### config.mk
export PLATFORM = sky130hd
export DESIGN_NAME = sys_dma
export DESIGN_NICKNAME = d
export VERILOG_FILES = /design/src/rtl/sys_dma.sv
export SDC_FILE = /design/constraint.sdc
export NUM_CORES = 1
export LEC_CHECK = 0
export CAP_MARGIN = 15
export CORE_MARGIN = 2
export CORE_UTILIZATION = 47
export DETAILED_ROUTE_END_ITERATION = 8
export GPL_TIMING_DRIVEN = 0
export PLACE_DENSITY = 0.82
export SLEW_MARGIN = 20
export SYNTH_ARGS = -nofsm -noshare
export SYNTH_HDL_FRONTEND = slang
export SYNTH_SLANG_ARGS = --single-unit
### constraint.sdc
create_clock -name clk -period 3.28 [get_ports clk]
set_input_delay 0.656 -clock clk [delete_from_list [all_inputs] [get_ports clk]]
set_output_delay 0.656 -clock clk [all_outputs]
set_load 0.01 [all_outputs]
### src/rtl/sys_dma.sv
// sys_dma: ibus copy engine with an optional array kick and run-status poll.
// Reads stream out every cycle. Each write is issued when its read data
// emerges from an RD_LAT-deep valid pipe, so reads and writes overlap.
module sys_dma #(
    parameter int          RD_LAT    = 2,
    parameter logic [13:0] START_ADR = 14'h3FF8,
    parameter logic [15:0] POLL_MAX  = 16'hFFFF
) (
    input  logic        clk,
    input  logic        rst_n,
    input  logic        cmd_valid_i,
    output logic        cmd_ready_o,
    input  logic [17:0] cmd_src_i,
    input  logic [17:0] cmd_dst_i,
    input  logic [10:0] cmd_len_i,
    input  logic        cmd_kick_i,
    output logic        ibus_ren_o,
    output logic [17:0] ibus_radr_o,
    input  logic [15:0] ibus_rdata_i,
    output logic        ibus_wen_o,
    output logic [17:0] ibus_wadr_o,
    output logic [15:0] ibus_wdata_o,
    output logic        dma_io_we_o,
    output logic [13:0] dma_io_wadr_o,
    output logic [31:0] dma_io_wdata_o,
    output logic [13:0] dma_io_radr_o,
    input  logic [31:0] dma_io_rdata_i,
    output logic        busy_o,
    output logic        done_o,
    output logic        err_o
);

    typedef enum logic [2:0] {S_IDLE, S_COPY, S_KICK, S_POLL, S_DONE} state_t;

    state_t              state_q, state_d;
    logic [17:0]         src_q, src_d, dst_q, dst_d;
    logic [10:0]         len_q, len_d, rd_cnt_q, rd_cnt_d, wr_cnt_q, wr_cnt_d;
    logic                kick_q, kick_d, err_q, err_d;
    logic [15:0]         poll_cnt_q, poll_cnt_d;
    logic [RD_LAT-1:0]   vld_q, vld_d;
    logic [RD_LAT:0]     vld_ext;
    logic                rd_go, wr_go;

    // Only the run-status bit of the register read port is meaningful.
    logic unused_rdata;
    assign unused_rdata = ^dma_io_rdata_i[31:1];

    assign dma_io_radr_o = START_ADR;
    assign busy_o        = (state_q != S_IDLE);

    // State and datapath registers; reset aborts any transfer in flight.
    always_ff @(posedge clk or negedge rst_n) begin
        if (!rst_n) begin
            state_q    <= S_IDLE;
            src_q      <= '0;
            dst_q      <= '0;
            len_q      <= '0;
            kick_q     <= 1'b0;
            err_q      <= 1'b0;
            rd_cnt_q   <= '0;
            wr_cnt_q   <= '0;
            poll_cnt_q <= '0;
            vld_q      <= '0;
        end else begin
            state_q    <= state_d;
            src_q      <= src_d;
            dst_q      <= dst_d;
            len_q      <= len_d;
            kick_q     <= kick_d;
            err_q      <= err_d;
            rd_cnt_q   <= rd_cnt_d;
            wr_cnt_q   <= wr_cnt_d;
            poll_cnt_q <= poll_cnt_d;
            vld_q      <= vld_d;
        end
    end

    // Next-state logic and bus strobes; all drive values idle at zero.
    always_comb begin
        state_d        = state_q;
        src_d          = src_q;
        dst_d          = dst_q;
        len_d          = len_q;
        kick_d         = kick_q;
        err_d          = err_q;
        rd_cnt_d       = rd_cnt_q;
        wr_cnt_d       = wr_cnt_q;
        poll_cnt_d     = poll_cnt_q;
        vld_d          = '0;
        cmd_ready_o    = 1'b0;
        ibus_ren_o     = 1'b0;
        ibus_radr_o    = '0;
        ibus_wen_o     = 1'b0;
        ibus_wadr_o    = '0;
        ibus_wdata_o   = '0;
        dma_io_we_o    = 1'b0;
        dma_io_wadr_o  = '0;
        dma_io_wdata_o = '0;
        done_o         = 1'b0;
        err_o          = 1'b0;
        rd_go          = (state_q == S_COPY) && (rd_cnt_q < len_q);
        wr_go          = (state_q == S_COPY) && vld_q[RD_LAT-1];
        vld_ext        = {vld_q, rd_go};

        case (state_q)
            S_IDLE: begin
                cmd_ready_o = 1'b1;
                if (cmd_valid_i) begin
                    src_d      = cmd_src_i;
                    dst_d      = cmd_dst_i;
                    len_d      = cmd_len_i;
                    kick_d     = cmd_kick_i;
                    err_d      = 1'b0;
                    rd_cnt_d   = '0;
                    wr_cnt_d   = '0;
                    poll_cnt_d = '0;
                    state_d    = S_COPY;
                end
            end
            S_COPY: begin
                vld_d = vld_ext[RD_LAT-1:0];
                if (rd_go) begin
                    ibus_ren_o  = 1'b1;
                    ibus_radr_o = src_q + {7'd0, rd_cnt_q};
                    rd_cnt_d    = rd_cnt_q + 11'd1;
                end
                if (wr_go) begin
                    ibus_wen_o   = 1'b1;
                    ibus_wadr_o  = dst_q + {7'd0, wr_cnt_q};
                    ibus_wdata_o = ibus_rdata_i;
                    wr_cnt_d     = wr_cnt_q + 11'd1;
                end
                // Leave in the same cycle as the last write so done is not delayed.
                if (wr_cnt_d == len_q)
                    state_d = kick_q ? S_KICK : S_DONE;
            end
            S_KICK: begin
                dma_io_we_o    = 1'b1;
                dma_io_wadr_o  = START_ADR;
                dma_io_wdata_o = 32'h1;
                state_d        = S_POLL;
            end
            S_POLL: begin
                if (!dma_io_rdata_i[0]) begin
                    state_d = S_DONE;
                end else if (poll_cnt_q == POLL_MAX) begin
                    err_d   = 1'b1;
                    state_d = S_DONE;
                end else begin
                    poll_cnt_d = poll_cnt_q + 16'd1;
                end
            end
            S_DONE: begin
                done_o  = 1'b1;
                err_o   = err_q;
                state_d = S_IDLE;
            end
            default: state_d = S_IDLE;
        endcase
    end

endmodule

Word-level counts from Yosys, hierarchy flattened --
Cells that the tools add are included.
Storage, ports and cells: bits in registers 92, logic and storage cells 78, output and inout bits 119, input bits 99
Operators by class: equality and inequality tests 13, reduce and logical (&&, ||, !) cells 12, $lt $le $gt $ge 1, add/sub/neg operators 5, mux-type cells 37
Operators with widths (count):
- 2-to-1 mux 16 bit | 5
- 2-to-1 mux 18 bit | 4
- 2-to-1 mux 11 bit | 4
- one-hot mux 11 bit (2 select lines) | 2
- adder 18 x 11 -> 18 bit | 2
- one-hot mux 16 bit (2 select lines) | 1
- adder 11 x 1 -> 11 bit (second input constant) | 2
- adder 16 x 1 -> 16 bit (second input constant) | 1
- equality test 16 bit (second input constant) | 1
- 2-to-1 mux 3 bit | 5
- 2-to-1 mux 14 bit | 1
- 2-to-1 mux 1 bit | 12
- one-hot mux 3 bit (4 select lines) | 1
- equality test 11 bit | 1
- less-than comparator 11 bit | 1
- inequality test 2 bit (second input constant) | 5
- AND reduction 4 bit | 2
- equality test 3 x 2 -> 1 bit (second input constant) | 2
- AND reduction 3 bit | 2
- AND reduction 2 bit | 2
- nonzero test 2 bit | 2
- equality test 3 x 1 -> 1 bit (second input constant) | 1
- equality test 3 bit (second input constant) | 1
- logical NOT 3 bit | 1
- other kinds (6) | 7

Depth between registers and ports, before layout --
depth after elaboration 7, mapped depth 10, mapped depth without buffers 9

Least setup slack after synthesis --
Ideal clock, no wire load.
kind reg2out, start register rd_cnt_q[6], end output ibus_radr_o[15], data required time 2.624 ns, path buffers 0, path slack 0.460 ns, data arrival time 2.164 ns, stages on the path, launching flop included 8, path through dfrtp_1 ha_1 nand2_1 o221ai_1 a221oi_1 o21ai_1 or3b_2 mux2i_1
Between the ends: longest elaborated chain between the ends 4, elaborated cells between the ends (all ways) 5, those cells by class add/sub (1); order compare (1); mux (2); reduce/logical (1)
RTL lines:
- start: declaration | RTL line 37 | logic [10:0] len_q, len_d, rd_cnt_q, rd_cnt_d, wr_cnt_q, wr_cnt_d;
- start signal: assignment | RTL line 71 | rd_cnt_q <= rd_cnt_d;
- parallel branches: the longest is 2 deep, another holds adder 18 x 11 -> 18 bit
- 2-to-1 mux 18 bit (*) | RTL line 122 | if (rd_go) begin
- 2-to-1 mux 18 bit (*) | RTL line 105 | case (state_q)
- end: declaration | RTL line 18 | output logic [17:0] ibus_radr_o,
Every way passes the cells marked *.

Final worst setup path --
start register src_q[0], end output ibus_radr_o[16]
Between the ends: longest elaborated chain between the ends 3
RTL lines:
- start: declaration | RTL line 36 | logic [17:0] src_q, src_d, dst_q, dst_d;
- start signal: assignment | RTL line 66 | src_q <= src_d;
- adder 18 x 11 -> 18 bit | RTL line 124 | ibus_radr_o = src_q + {7'd0, rd_cnt_q};
- 2-to-1 mux 18 bit | RTL line 122
- 2-to-1 mux 18 bit | RTL line 105
Every way passes these cells.

==> run_results.csv <==
group,metric,value,unit
routing,first_pass_iters,7,
placed_design,place.gp.congestion,0.904,
sta,tightest_slew,724,ps
floorplan,start_util,0.479,
routing,drcViolationCount,0,
sta,period_needed,3320,ps
logic_synthesis,ys.warnings.count,0,
setup_path,crit_required,2620,ps
logic_synthesis,synthFlopType,"dfrtp_1",
cts,clk_latency,350,ps
cts,cts_root_buf,"clkbuf_16",
sta,worst_clock_skew,4.83,ps
grt,grt_max_degree,82,
setup_path,cp_data_arrival_time,2660,ps
grt,grt_pass1_vias,5996,
outcome,outcome,"finished, violations left",
final_layout,n_fill_cell,1120,
sta,hold_viol,0,
floorplan,die_area,0.0151,mm2
placed_design,io_buffers,138,
cts,htree_levels,3,
floorplan,fp.dieW,123,um
setup_path,critical_path_class,"register to output port",
run,drv_cap,0,
logic_synthesis,ys_top_cells_by_count,"nand2_1 (164), dfrtp_1 (92), buf_4 (60)",
routing,detail_route.vias_per_cell,5.27,
routing,avgRoutedWirePerCell,14.8,um
setup_path,reg2reg_from,"wr_cnt_q[0]",
final_layout,drive_gt1_frac,0.194,
routing,vias,6507,
logic_synthesis,async_flop_share,1.00,
placed_design,dp_hpwl,13000,um
cts,clock_path_buffers,2,
setup_path,r2r_setup_slack,470,ps
grt,antenna_found_initial,0,
floorplan,die_h,123,um
setup_path,endpoint_kind,"output port",
setup_path,crit_family,"compound AO/OA/AOI/OAI gates",
sta,timing.fmax,301,MHz
floorplan,ioPinCount,218,
final_layout,area_growth,40.0,%
routing,ant_nets,0,
logic_synthesis,yosysTopAreaCell,"dfrtp_1",
cts,cts_tree,"built",
setup_path,startpoint_type,"register",
logic_synthesis,syn_area_per_cell,8.07,um2
setup_path,cp.buffers_inverters,3,
logic_synthesis,synth-edff-count,0,
grt,grt_overflow,0,
pwr,power,0.00656,W
logic_synthesis,syn_inst,821,
final_layout,fin_nets,1188,
cts,clkSinkCount,92,
setup_path,rr_endpoint,"state_q[2]",
sta,maxSlewHeadroom,0.515,
floorplan,coreArea,0.0138,mm2
placed_design,post_dp_cell_area,0.00844,mm2
logic_synthesis,netlist_area,0.00663,mm2
min_path,min_path_type,"input port to asynchronous set/reset pin",
sta,setup_viol,1,
floorplan,row_count,43,
outcome,failed_checks,"setup timing",
logic_synthesis,synth_area_leaders,"dfrtp_1 (35%), nand2_1 (9.3%), buf_4 (6.8%)",
setup_path,worst-r2r-cell-count,10,
final_layout,num_antenna_cells,0,
logic_synthesis,synth.most_common_cell,"nand2_1",
final_layout,stdcell_count,1235,
cts,clk_pin_slew,60,ps
sta,rsz0062_at_grt,"true",
pwr,p_leak,4.36,nW
setup_path,critical_path.max_fanout,3,
grt,grt_util_all_layers,0.239,
logic_synthesis,synth_cell_types,66,
pwr,powerDensity,707,mW/mm2
final_layout,final_util,0.671,
grt,grt_pass1_wl,28400,um
setup_path,max_stage_delay,470,ps
setup_path,crit_chain,"ha_4, inv_2, fa_2, nor2b_4, o21ai_4, a21oi_2, buf_4, o211ai_1, a2111o_1, o21ai_2, buf_2",
sta,hold_ws,115,ps
logic_synthesis,ys_ff_latch,92,
setup_path,slowest_stage,"a2111o_1",
cts,cts_buffers,9,
pwr,peakVddDrop,0.000417,V
routing,initialDrtViolationCount,358,
final_layout,final_area,0.00928,mm2
routing,drt-total-wl,18300,um
logic_synthesis,ys_seq_area_frac,0.347,
logic_synthesis,yosysTopAreaCellShare,0.347,
placed_design,place_inst,1186,
sta,drv_slew,0,
sta,post-route-period-util,1.01,
sta,worst_slack,-38.8,ps
==> metal layers <==
| layer | vias up | track usage | share of wire |
|---|---|---|---|
| met4 | 0 | 0.126 | 0.038 |
| met5 | - | 0 | 0 |
| li1 | 3171 | - | - |
| met1 | 3023 | 0.295 | 0.41 |
| met2 | 266 | 0.402 | 0.48 |
| met3 | 47 | 0.0358 | 0.071 |
==> logic make-up after synthesis <==
kind of cell	Yosys count	share of synthesized area
AND/OR/NAND/NOR	349	0.249
XOR/XNOR	39	0.0515
multiplexers	12	0.0183
adder cells (fa/ha/maj)	37	0.0721
buffers and inverters	130	0.109
other	2	0.00113
flip-flops	92	0.347
AO/OA/AOI/OAI	160	0.152
==> placed cells by master (no fill, tap or decap), drive strengths merged, types with 24 or more instances in the layout <==
cell type | netlist | layout
nand3 | 24 | 24
and2 | 26 | 26
inv | 35 | 35
clkbuf | 25 | 47
buf | 69 | 116
xnor2 | 24 | 24
a21oi | 36 | 36
dfrtp | 92 | 92
conb | 2 | 48
clkdlybuf4s50 | 0 | 104
nand2 | 165 | 165
ha | 35 | 35
o21ai | 53 | 53
nor2 | 49 | 49
==> area by class of cell <==
| class | count | area, um2 | share of cell area |
|---|---|---|---|
| Multi-Input combinational cell | 645 | 4080 | 0.440 |
| Sequential cell | 92 | 2320 | 0.250 |
| Timing Repair Buffer | 176 | 1600 | 0.172 |
| Buffer | 92 | 607 | 0.0654 |
| Clock buffer | 12 | 246 | 0.0266 |
| Tap cell | 180 | 225 | 0.0243 |
| Inverter | 36 | 148 | 0.0159 |
| Clock inverter | 2 | 60.1 | 0.00647 |
==> worst max-delay path by stage <==
stage / from / end / slack [ps] / depth (start not counted)
3_5_place_dp: rd_cnt_q[2] / ibus_radr_o[9] / -550 / 10
5_1_grt: rd_cnt_q[1] / ibus_radr_o[15] / -130 / 9
6_report: src_q[0] / ibus_radr_o[16] / -40 / 11
2_1_floorplan: rd_cnt_q[6] / ibus_radr_o[15] / 460 / 7
4_1_cts: src_q[0] / ibus_radr_o[14] / -20 / 11
3_3_place_gp: rst_n / dst_q[0] / -1810 / 1
==> through the flow <==
stage / setup slack (ps) / setup TNS (ps)
after global placement: -1810 / -174070
after detailed placement: -550 / -8610
after floorplan: 460 / 0
after global routing: -132 / -520
final: -38.8 / -38.8
after CTS: -24.9 / -47.2
==> state kept, by name, summed over array words and instances (netlist names) <==
name / cells
vld_q: 2
state_q: 3
dst_q: 18
src_q: 18
err_q: 1
len_q: 11
wr_cnt_q: 11
kick_q: 1
poll_cnt_q: 16
rd_cnt_q: 11
==> report_power, final <==
part           total (W)  internal [W]  switching, W
combinational    0.00363       0.00167       0.00196
sequential       0.00183       0.00149      0.000337
clock            0.00110      0.000681      0.000419
total            0.00656       0.00385       0.00272
==> timing repair <==
item	4_1_cts	5_1_grt
pin swaps	17	16
hold buffers	0	0
resized for setup	113	69
setup buffers	26	11
endpoints found under the setup margin	52	47
cloned	0	0
Note: power is estimated with default switching activity, not from simulation.
